### config.mk
export PLATFORM = sky130hd
export DESIGN_NAME = pipe_reg
export DESIGN_NICKNAME = d
export VERILOG_FILES = /design/src/rtl/pipe_reg.sv
export SDC_FILE = /design/constraint.sdc
export NUM_CORES = 1
export LEC_CHECK = 0
export CAP_MARGIN = 25
export CORE_ASPECT_RATIO = 0.9
export CORE_MARGIN = 4
export CORE_UTILIZATION = 53
export CTS_CLUSTER_SIZE = 16
export DETAILED_ROUTE_END_ITERATION = 7
export GPL_ROUTABILITY_DRIVEN = 0
export PLACE_DENSITY = 0.79
export SYNTH_ARGS = -nofsm -noshare
export SYNTH_HDL_FRONTEND = slang
export SYNTH_SLANG_ARGS = --single-unit
### constraint.sdc
create_clock -name clk -period 2.96 [get_ports clk]
set_clock_uncertainty 0.05 [all_clocks]
set_input_delay 0.74 -clock clk [delete_from_list [all_inputs] [get_ports clk]]
set_output_delay 0.74 -clock clk [all_outputs]
set_load 0.01 [all_outputs]
### src/rtl/pipe_reg.sv
// pipe_reg -- elastic register pipeline.
//
// Carries a WIDTH-bit word through DEPTH register stages. Each stage has its
// own valid bit, so bubbles are squeezed out while the output is stalled and
// the pipe can fill to DEPTH words.
//
// Parameters:
//   WIDTH      data word width in bits (>=1)
//   DEPTH      number of register stages (>=1)
//   RESET_VAL  value loaded into every data register on reset
//   CW         width of the occupancy count (derived)
//
// Ports:
//   clk        rising-edge clock
//   reset      synchronous, active-high reset (wins over flush and handshakes)
//   flush      synchronous clear of all valid bits; data registers hold
//   in_valid   producer has a word
//   in_ready   pipeline accepts a word this cycle
//   in_data    producer word
//   out_valid  last stage holds a word
//   out_ready  consumer takes the word this cycle
//   out_data   word in the last stage
//   count      number of valid stages (0..DEPTH)
//
// Handshake: a word moves across an interface only on a rising edge where
// valid and ready are both high. A producer holds valid and data until it
// sees ready. A consumer may look at out_data whenever out_valid is high, and
// out_data stays stable until it is taken. in_ready depends combinationally
// on out_ready. No combinational path runs from in_valid or in_data to any
// output.

module pipe_reg #(
  parameter int                 WIDTH     = 8,
  parameter int                 DEPTH     = 4,
  parameter logic [WIDTH-1:0]   RESET_VAL = '0,
  localparam int                CW        = $clog2(DEPTH + 1)
) (
  input  logic             clk,
  input  logic             reset,
  input  logic             flush,
  input  logic             in_valid,
  output logic             in_ready,
  input  logic [WIDTH-1:0] in_data,
  output logic             out_valid,
  input  logic             out_ready,
  output logic [WIDTH-1:0] out_data,
  output logic [CW-1:0]    count
);

  // Per-stage state. Stage 0 is the input side and stage DEPTH-1 is the output.
  logic [DEPTH-1:0] v;
  logic [WIDTH-1:0] d [DEPTH];

  // rdy[i]: stage i may load on this edge. Its current content is either a
  // bubble or is itself moving on.
  logic [DEPTH-1:0] rdy;

  always_comb begin
    rdy = '0;
    rdy[DEPTH-1] = !v[DEPTH-1] | out_ready;
    for (int i = DEPTH - 2; i >= 0; i--) begin
      rdy[i] = !v[i] | rdy[i+1];
    end
  end

  // Flush closes the input for its cycle so no word can slip in behind the
  // clear. The producer keeps holding that word.
  assign in_ready = rdy[0] & !flush;

  always_ff @(posedge clk) begin
    if (reset) begin
      v <= '0;
      for (int i = 0; i < DEPTH; i++) begin
        d[i] <= RESET_VAL;
      end
    end else begin
      if (flush) begin
        // Only the valid bits are cleared. The data registers keep their
        // contents, which saves a wide mux on every stage.
        v <= '0;
      end else begin
        if (rdy[0]) begin
          v[0] <= in_valid & in_ready;
          d[0] <= in_data;
        end
        for (int i = 1; i < DEPTH; i++) begin
          if (rdy[i]) begin
            v[i] <= v[i-1];
            d[i] <= d[i-1];
          end
        end
      end
    end
  end

  assign out_valid = v[DEPTH-1];
  assign out_data  = d[DEPTH-1];

  // Occupancy is a popcount of registered valid bits. It can never exceed
  // DEPTH, and CW is sized to hold DEPTH itself.
  always_comb begin
    count = '0;
    for (int i = 0; i < DEPTH; i++) begin
      count = count + CW'(v[i]);
    end
  end

endmodule

==> results.py, run 1 <==
metrics = {
    "worst_setup_path": {
        "cp_slowest_cell": "fa_1",
        "critical_path_class": "flop to primary output",
        "cp.required_ns": 2.17,
        "max_stage_delay_ns": 0.52,
        "crit_family": "adder cells",
        "crit_path_start_kind": "flop",
        "worst_ep_arrival_time_ns": 2.06,
        "critPathBufInv": 3,
        "crit_path_end_kind": "primary output",
        "cp_max_fo": 6,
        "worstPathCellList": "inv_1 -> fa_1 -> inv_1 -> ha_1 -> ha_1 -> dlygate4sd2_1",
    },
    "clocking": {
        "cts_tree": "yes",
        "cts_sinks": 36,
        "clockBufferDepth": 2,
        "clk_latency_ns": 0.32,
        "path_clk_slew_ns": 0.10,
        "root_buffer": "clkbuf_4",
        "cts_htree_levels": 2,
        "cts_buffers": 5,
    },
    "synth": {
        "yosysSeqAreaShare": 0.607,
        "synth_area_leader_cell": "edfxtp_1",
        "synth_top_area_frac": 0.560,
        "synth_seq_cells": 36,
        "ys_warn_count": 0,
        "synth_fp_nets": 126,
        "syn_inst": 110,
        "syn_area_sq_um": 1720,
        "yosys-top-cells-area": "edfxtp_1 56%, nor3b_2 18%, dfxtp_1 4.7%",
        "avgSynthCellArea_sq_um": 15.6,
        "synth.distinct_cells": 23,
    },
    "power": {
        "p_leak_nw": 0.790,
        "comb_power_share": 0.092,
        "pwr-share-seq": 0.582,
        "p_sw_frac": 0.198,
        "pwr-share-clk": 0.325,
        "p_int_mw": 0.813,
        "irDropWorstVdd_mv": 0.372,
        "p_per_area_nw_per_um2": 486,
        "power_switching_mw": 0.201,
    },
    "grt": {
        "grt_pass1_vias": 951,
        "grt_pass1_wl_mm": 4.31,
        "gr-max-usage-layer": "met2",
        "grt_use_met3": 0.0450,
        "use_met2": 0.262,
        "met1_usage": 0.154,
        "grt_antenna_before_repair": 0,
        "grt-ovfl-total": 0,
        "grt_max_degree": 25,
        "grt_usage": 0.144,
    },
    "floorplan": {
        "rows": 19,
        "start_util": 0.555,
        "coreArea_sq_um": 3090,
        "die_h_microns": 62.0,
        "die_w_microns": 68.0,
        "ios": 26,
        "die-area_sq_um": 4210,
    },
    "detailed_routing": {
        "vias_per_cell": 5.21,
        "dr_total_vias": 958,
        "wl_per_cell_microns": 14.0,
        "firstDrtPassIters": 4,
        "drc": 0,
        "ant_nets": 0,
        "wirelength_mm": 2.59,
        "drt-initial-drc-count": 29,
    },
    "place": {
        "dp_hpwl_mm": 1.91,
        "pre_cts_ws_ns": -0.00371,
        "portBuffers": 25,
    },
    "cells_and_area": {
        "final_nets": 157,
        "antenna_cells": 0,
        "layout_common_cells": "32 x edfxtp_1, 24 x nor3b_2, 21 x clkdlybuf4s50_1, 14 x inv_1, 7 x buf_4",
        "final_core_util": 0.676,
        "final_common_cell": "edfxtp_1",
        "syn_to_final_growth_pct": 21.7,
        "drive_gt1_frac": 0.338,
    },
    "timing": {
        "finalSetupTns_ns": 0,
        "period_needed_ns": 2.85,
        "fin_crit_sh": 0.963,
        "rsz0062_at_grt": "no",
        "fin_ws_ns": 0.110,
        "max_freq_ghz": 0.351,
        "setup_violations": 0,
        "finalHoldViolations": 0,
        "relSlewSlack": 0.319,
        "timing.final.max_slew_violations": 0,
        "tightest_slew_ns": 1.01,
    },
    "flow_run": {
        "max-cap-violations": 0,
    },
    "min_path": {
        "hp-class": "flop to flop",
    },
    "outcome": {
        "status": "finished clean",
    },
}
-- cell families (layout without fill, tap and decap cells) --
group / Yosys count / count (layout) / share of synthesized area
AO/OA/AOI/OAI: 17 / 17 / 0.0839
adder cells (fa/ha/maj): 3 / 3 / 0.0263
buffers and inverters: 23 / 55 / 0.0759
flip-flops: 36 / 36 / 0.607
AND/OR/NAND/NOR: 31 / 31 / 0.207
-- registers in the layout, summed over array words and instances (netlist names) --
register and count:
v 4, d 32
-- worst min-delay path, cell delays in order, from the launching register on --
cell     delay [ns]
dfxtp_1        0.33
inv_1          0.11
a21oi_1        0.08
-- layout make-up --
class / count / area, sq um
Clock buffer: 6 / 41.3
Clock inverter: 2 / 35.0
Fill cell: 227 / 1000
Inverter: 14 / 52.6
Multi-Input combinational cell: 51 / 544
Sequential cell: 36 / 1040
Tap cell: 42 / 52.6
Timing Repair Buffer: 33 / 318
-- what timing repair did --
| action | CTS | global route |
|---|---|---|
| gates cloned | 0 | 0 |
| hold buffers | 0 | 0 |
| resized for setup | 5 | 1 |
| buffers inserted | 0 | 0 |
| endpoints found under the setup margin | 4 | 1 |
-- through the flow --
| stage | hold slack, ns | power [mW] | area [sq um] | std cells |
|---|---|---|---|---|
| global placement | 0.474 | 0.694 | 2010 | 176 |
| finish | 0.510 | 1.01 | 2090 | 184 |
| detailed placement | 0.483 | 0.700 | 2010 | 176 |
| floorplan | 0.444 | 0.655 | 1720 | 110 |
| global route | 0.543 | 1.06 | 2090 | 184 |
| CTS | 0.504 | 1.02 | 2090 | 184 |
-- Yosys cell counts --
master    count
or2_1         1
clkbuf_1      1
buf_4         1
fa_1          1
nand4b_1      1
o21ai_0       3
o31ai_1       1
buf_6         5
and3b_1       1
a211oi_2      5
ha_1          2
a21oi_1       2
a31oi_1       1
a211oi_1      3
dfxtp_1       4
nor3b_2      24
o21ba_2       2
inv_1        14
buf_2         2
edfxtp_1     32
nor2b_1       2
and4b_1       1
or3b_2        1
-- worst paths after layout --
path                            slack [ns]  cells after the start  from  endpoint
worst max-delay path                  0.11                      6  v[3]  count[1]
worst min-delay path                  0.51                      2  v[0]      v[1]
worst max register to register        1.19                      2  v[2]   d[2][0]
worst min register to register        0.51                      2  v[0]      v[1]
-- routing by layer --
layer / up-vias / wire, microns
li1: 464 / -
met1: 460 / 995
met2: 29 / 1410
met3: 5 / 139
met4: 0 / 41
met5: - / 0
-- power by group through the flow --
stage / Combinational, mW / Sequential (mW) / Clock [mW]
CTS: 0.0950 / 0.592 / 0.337
finish: 0.0938 / 0.591 / 0.330
global route: 0.102 / 0.594 / 0.364
detailed placement: 0.0963 / 0.603 / 0
floorplan: 0.0499 / 0.605 / 0
global placement: 0.0917 / 0.602 / 0
(Power assumes the default switching activity.)
==> run 2: changes to the inputs <==
- CORE_MARGIN: 4 -> unset
- CORE_UTILIZATION: 53 -> 55
- DONT_BUFFER_PORTS: unset -> 1
- PLACE_DENSITY: 0.79 -> 0.7
- RECOVER_POWER: unset -> 100
==> run 2 against run 1 <==
  * The run now ends with max-capacitance violations, max-slew violations left
  * Clock power decreased by 26%
  * Sequential share of layout area up 14 points
  * Global-route usage is 2.4 points higher
  * Power shrank 13%
  * Utilization shrank 11 points
  * Register-to-register slack worse by 0.33 ns
  * Non-clock buffer count is 27 lower
  * Final area decreased by 22%
  * Sequential power increased by 1%
  * Sequential cell count unchanged
  * Critical path depth decreased by 1
  * Critical path type unchanged
  * Largest cell class unchanged
  * Highest routed layer unchanged
==> results.py, run 2 (synthesis results as in run 1) <==
metrics = {
    "clocking": {
        "cts_htree_levels": 2,
        "path_clk_slew_ns": 0.10,
        "clockBufferDepth": 2,
        "root_buffer": "clkbuf_4",
        "cts.hold.buffers_added": 0,
        "cts_buffers": 5,
        "clk_latency_ns": 0.34,
        "cts_sinks": 36,
        "cts_tree": "yes",
    },
    "floorplan": {
        "die_w_microns": 60.9,
        "coreArea_sq_um": 2860,
        "die-area_sq_um": 3350,
        "ios": 26,
        "die_h_microns": 55.0,
        "rows": 18,
        "start_util": 0.600,
    },
    "place": {
        "dp.cells": 145,
        "dp_hpwl_mm": 1.51,
        "dpl_cell_area_sq_um": 1720,
        "portBuffers": 0,
    },
    "grt": {
        "grt_pass1_vias": 797,
        "grt_pass1_wl_mm": 3.82,
        "grt_max_degree": 37,
        "grt-ovfl-total": 0,
        "grt_antenna_before_repair": 0,
        "grt_usage": 0.169,
    },
    "timing": {
        "timing.hold.ws_ns": 0.508,
        "timing.final.max_slew_violations": 37,
        "finalSetupTns_ns": 0,
        "rsz0062_at_grt": "no",
        "period_needed_ns": 2.81,
        "setup_violations": 0,
        "fin_crit_sh": 0.950,
        "max_freq_ghz": 0.356,
        "tightest_slew_ns": 1.55,
        "finalHoldViolations": 0,
        "relSlewSlack": -0.0319,
    },
    "power": {
        "pwr-share-clk": 0.277,
        "p_leak_nw": 0.586,
        "pwr-share-seq": 0.675,
        "p_int_mw": 0.698,
        "power_switching_mw": 0.188,
        "comb_power_share": 0.048,
        "irDropWorstVdd_mv": 0.279,
        "p_per_area_nw_per_um2": 545,
        "p_sw_frac": 0.212,
    },
    "cells_and_area": {
        "largest_registers": "d (32), v (4)",
        "final_common_cell": "edfxtp_1",
        "final_nets": 130,
        "ff_latch_area_sq_um": 1040,
        "antenna_cells": 0,
        "layout_common_cells": "32 x edfxtp_1, 22 x nor3b_1, 14 x inv_1, 9 x clkbuf_1, 8 x a211oi_1",
        "multiInputGateArea_sq_um": 409,
        "top_register": "d",
        "final_core_util": 0.568,
        "finalNonFillerCells": 155,
        "largest_reg_flops": 32,
        "nFillCells": 247,
        "final_area_sq_um": 1630,
        "syn_to_final_growth_pct": -5.25,
        "drive_gt1_frac": 0.0957,
    },
    "min_path": {
        "hold_start": "v[1]",
        "hp-class": "flop to flop",
        "worst_hold_path.endpoint": "v[2]",
        "hold_depth": 1,
    },
    "worst_setup_path": {
        "ff2ff_path_depth": 3,
        "cp.required_ns": 2.17,
        "crit_path_start_kind": "flop",
        "cp_max_fo": 6,
        "crit_path_end_kind": "primary output",
        "reg2reg_slack_ns": 0.86,
        "critical_path_class": "flop to primary output",
        "r2r_start": "v[3]",
        "worst_ep_arrival_time_ns": 2.02,
        "r2r-end": "d[0][1]",
    },
    "outcome": {
        "violations": "max-capacitance violations, max-slew violations",
        "status": "finished, violations left",
    },
    "flow_run": {
        "max-cap-violations": 1,
    },
    "detailed_routing": {
        "wirelength_mm": 2.32,
        "firstDrtPassIters": 4,
        "vias_per_cell": 5.36,
        "drc": 0,
        "drt-initial-drc-count": 5,
        "ant_nets": 0,
        "dr_total_vias": 831,
        "wl_per_cell_microns": 15.0,
    },
}
run 2: changes by cell type in the layout (fill, tap and decap cells not counted), sizes merged:
cell and delta:
buf -8, clkbuf +8, bufinv -1, dlygate4sd2 -4, clkinv -1, clkdlybuf4s50 -21
run 2: worst max-delay path, cell delays in order (launching register included):
cell and delay, ns:
dfxtp_1 0.47, inv_1 0.11, fa_1 0.55, inv_1 0.05
ha_1 0.18, ha_1 0.34
run 2: stage by stage:
stage | worst slack [ns] | total power [mW]
after floorplan | 0.651 | 0.655
after global placement | 0.440 | 0.658
after detailed placement | 0.340 | 0.661
after CTS | 0.126 | 0.903
after global routing | 0.0532 | 0.925
final | 0.149 | 0.886
run 2: timing repair:
action,in CTS,in global routing
gates resized for setup,1,0
setup buffers,0,0
endpoints found under the setup margin,1,0
run 2: final cells by class:
class                   instances  share of cell area
clock buffers                   8              0.0300
repair buffers                  6              0.0139
inverters                      14              0.0323
well taps                      40              0.0308
multi-input cells              51               0.252
flip-flops and latches         36               0.641
run 2: power groups by stage:
| stage | sequential (mW) | clock (mW) | combinational [mW] |
|---|---|---|---|
| detailed placement | 0.610 | 0 | 0.0516 |
| global placement | 0.608 | 0 | 0.0494 |
| floorplan | 0.605 | 0 | 0.0499 |
| global route | 0.602 | 0.276 | 0.0473 |
| finish | 0.598 | 0.245 | 0.0425 |
| CTS | 0.599 | 0.252 | 0.0517 |
run 2: how the worst max path moves through the flow:
stage | depth (start not counted) | end | start | slack (ns)
after floorplan | 5 | count[1] | v[3] | 0.65
after global placement | 5 | count[1] | v[0] | 0.44
after detailed placement | 5 | count[1] | v[0] | 0.34
after CTS | 5 | count[1] | v[3] | 0.13
after global routing | 5 | count[1] | v[3] | 0.05
final | 5 | count[1] | v[3] | 0.15
run 2: routing by layer:
metal / track usage / share of wire / wire, microns / vias to the layer above
met1: 0.206 / 0.48 / 1110 / 385
met5: 0 / 0 / 0 / -
met4: 0.0871 / 0.020 / 46 / 0
met2: 0.256 / 0.46 / 1080 / 27
met3: 0.0721 / 0.040 / 92 / 8
li1: - / - / - / 411
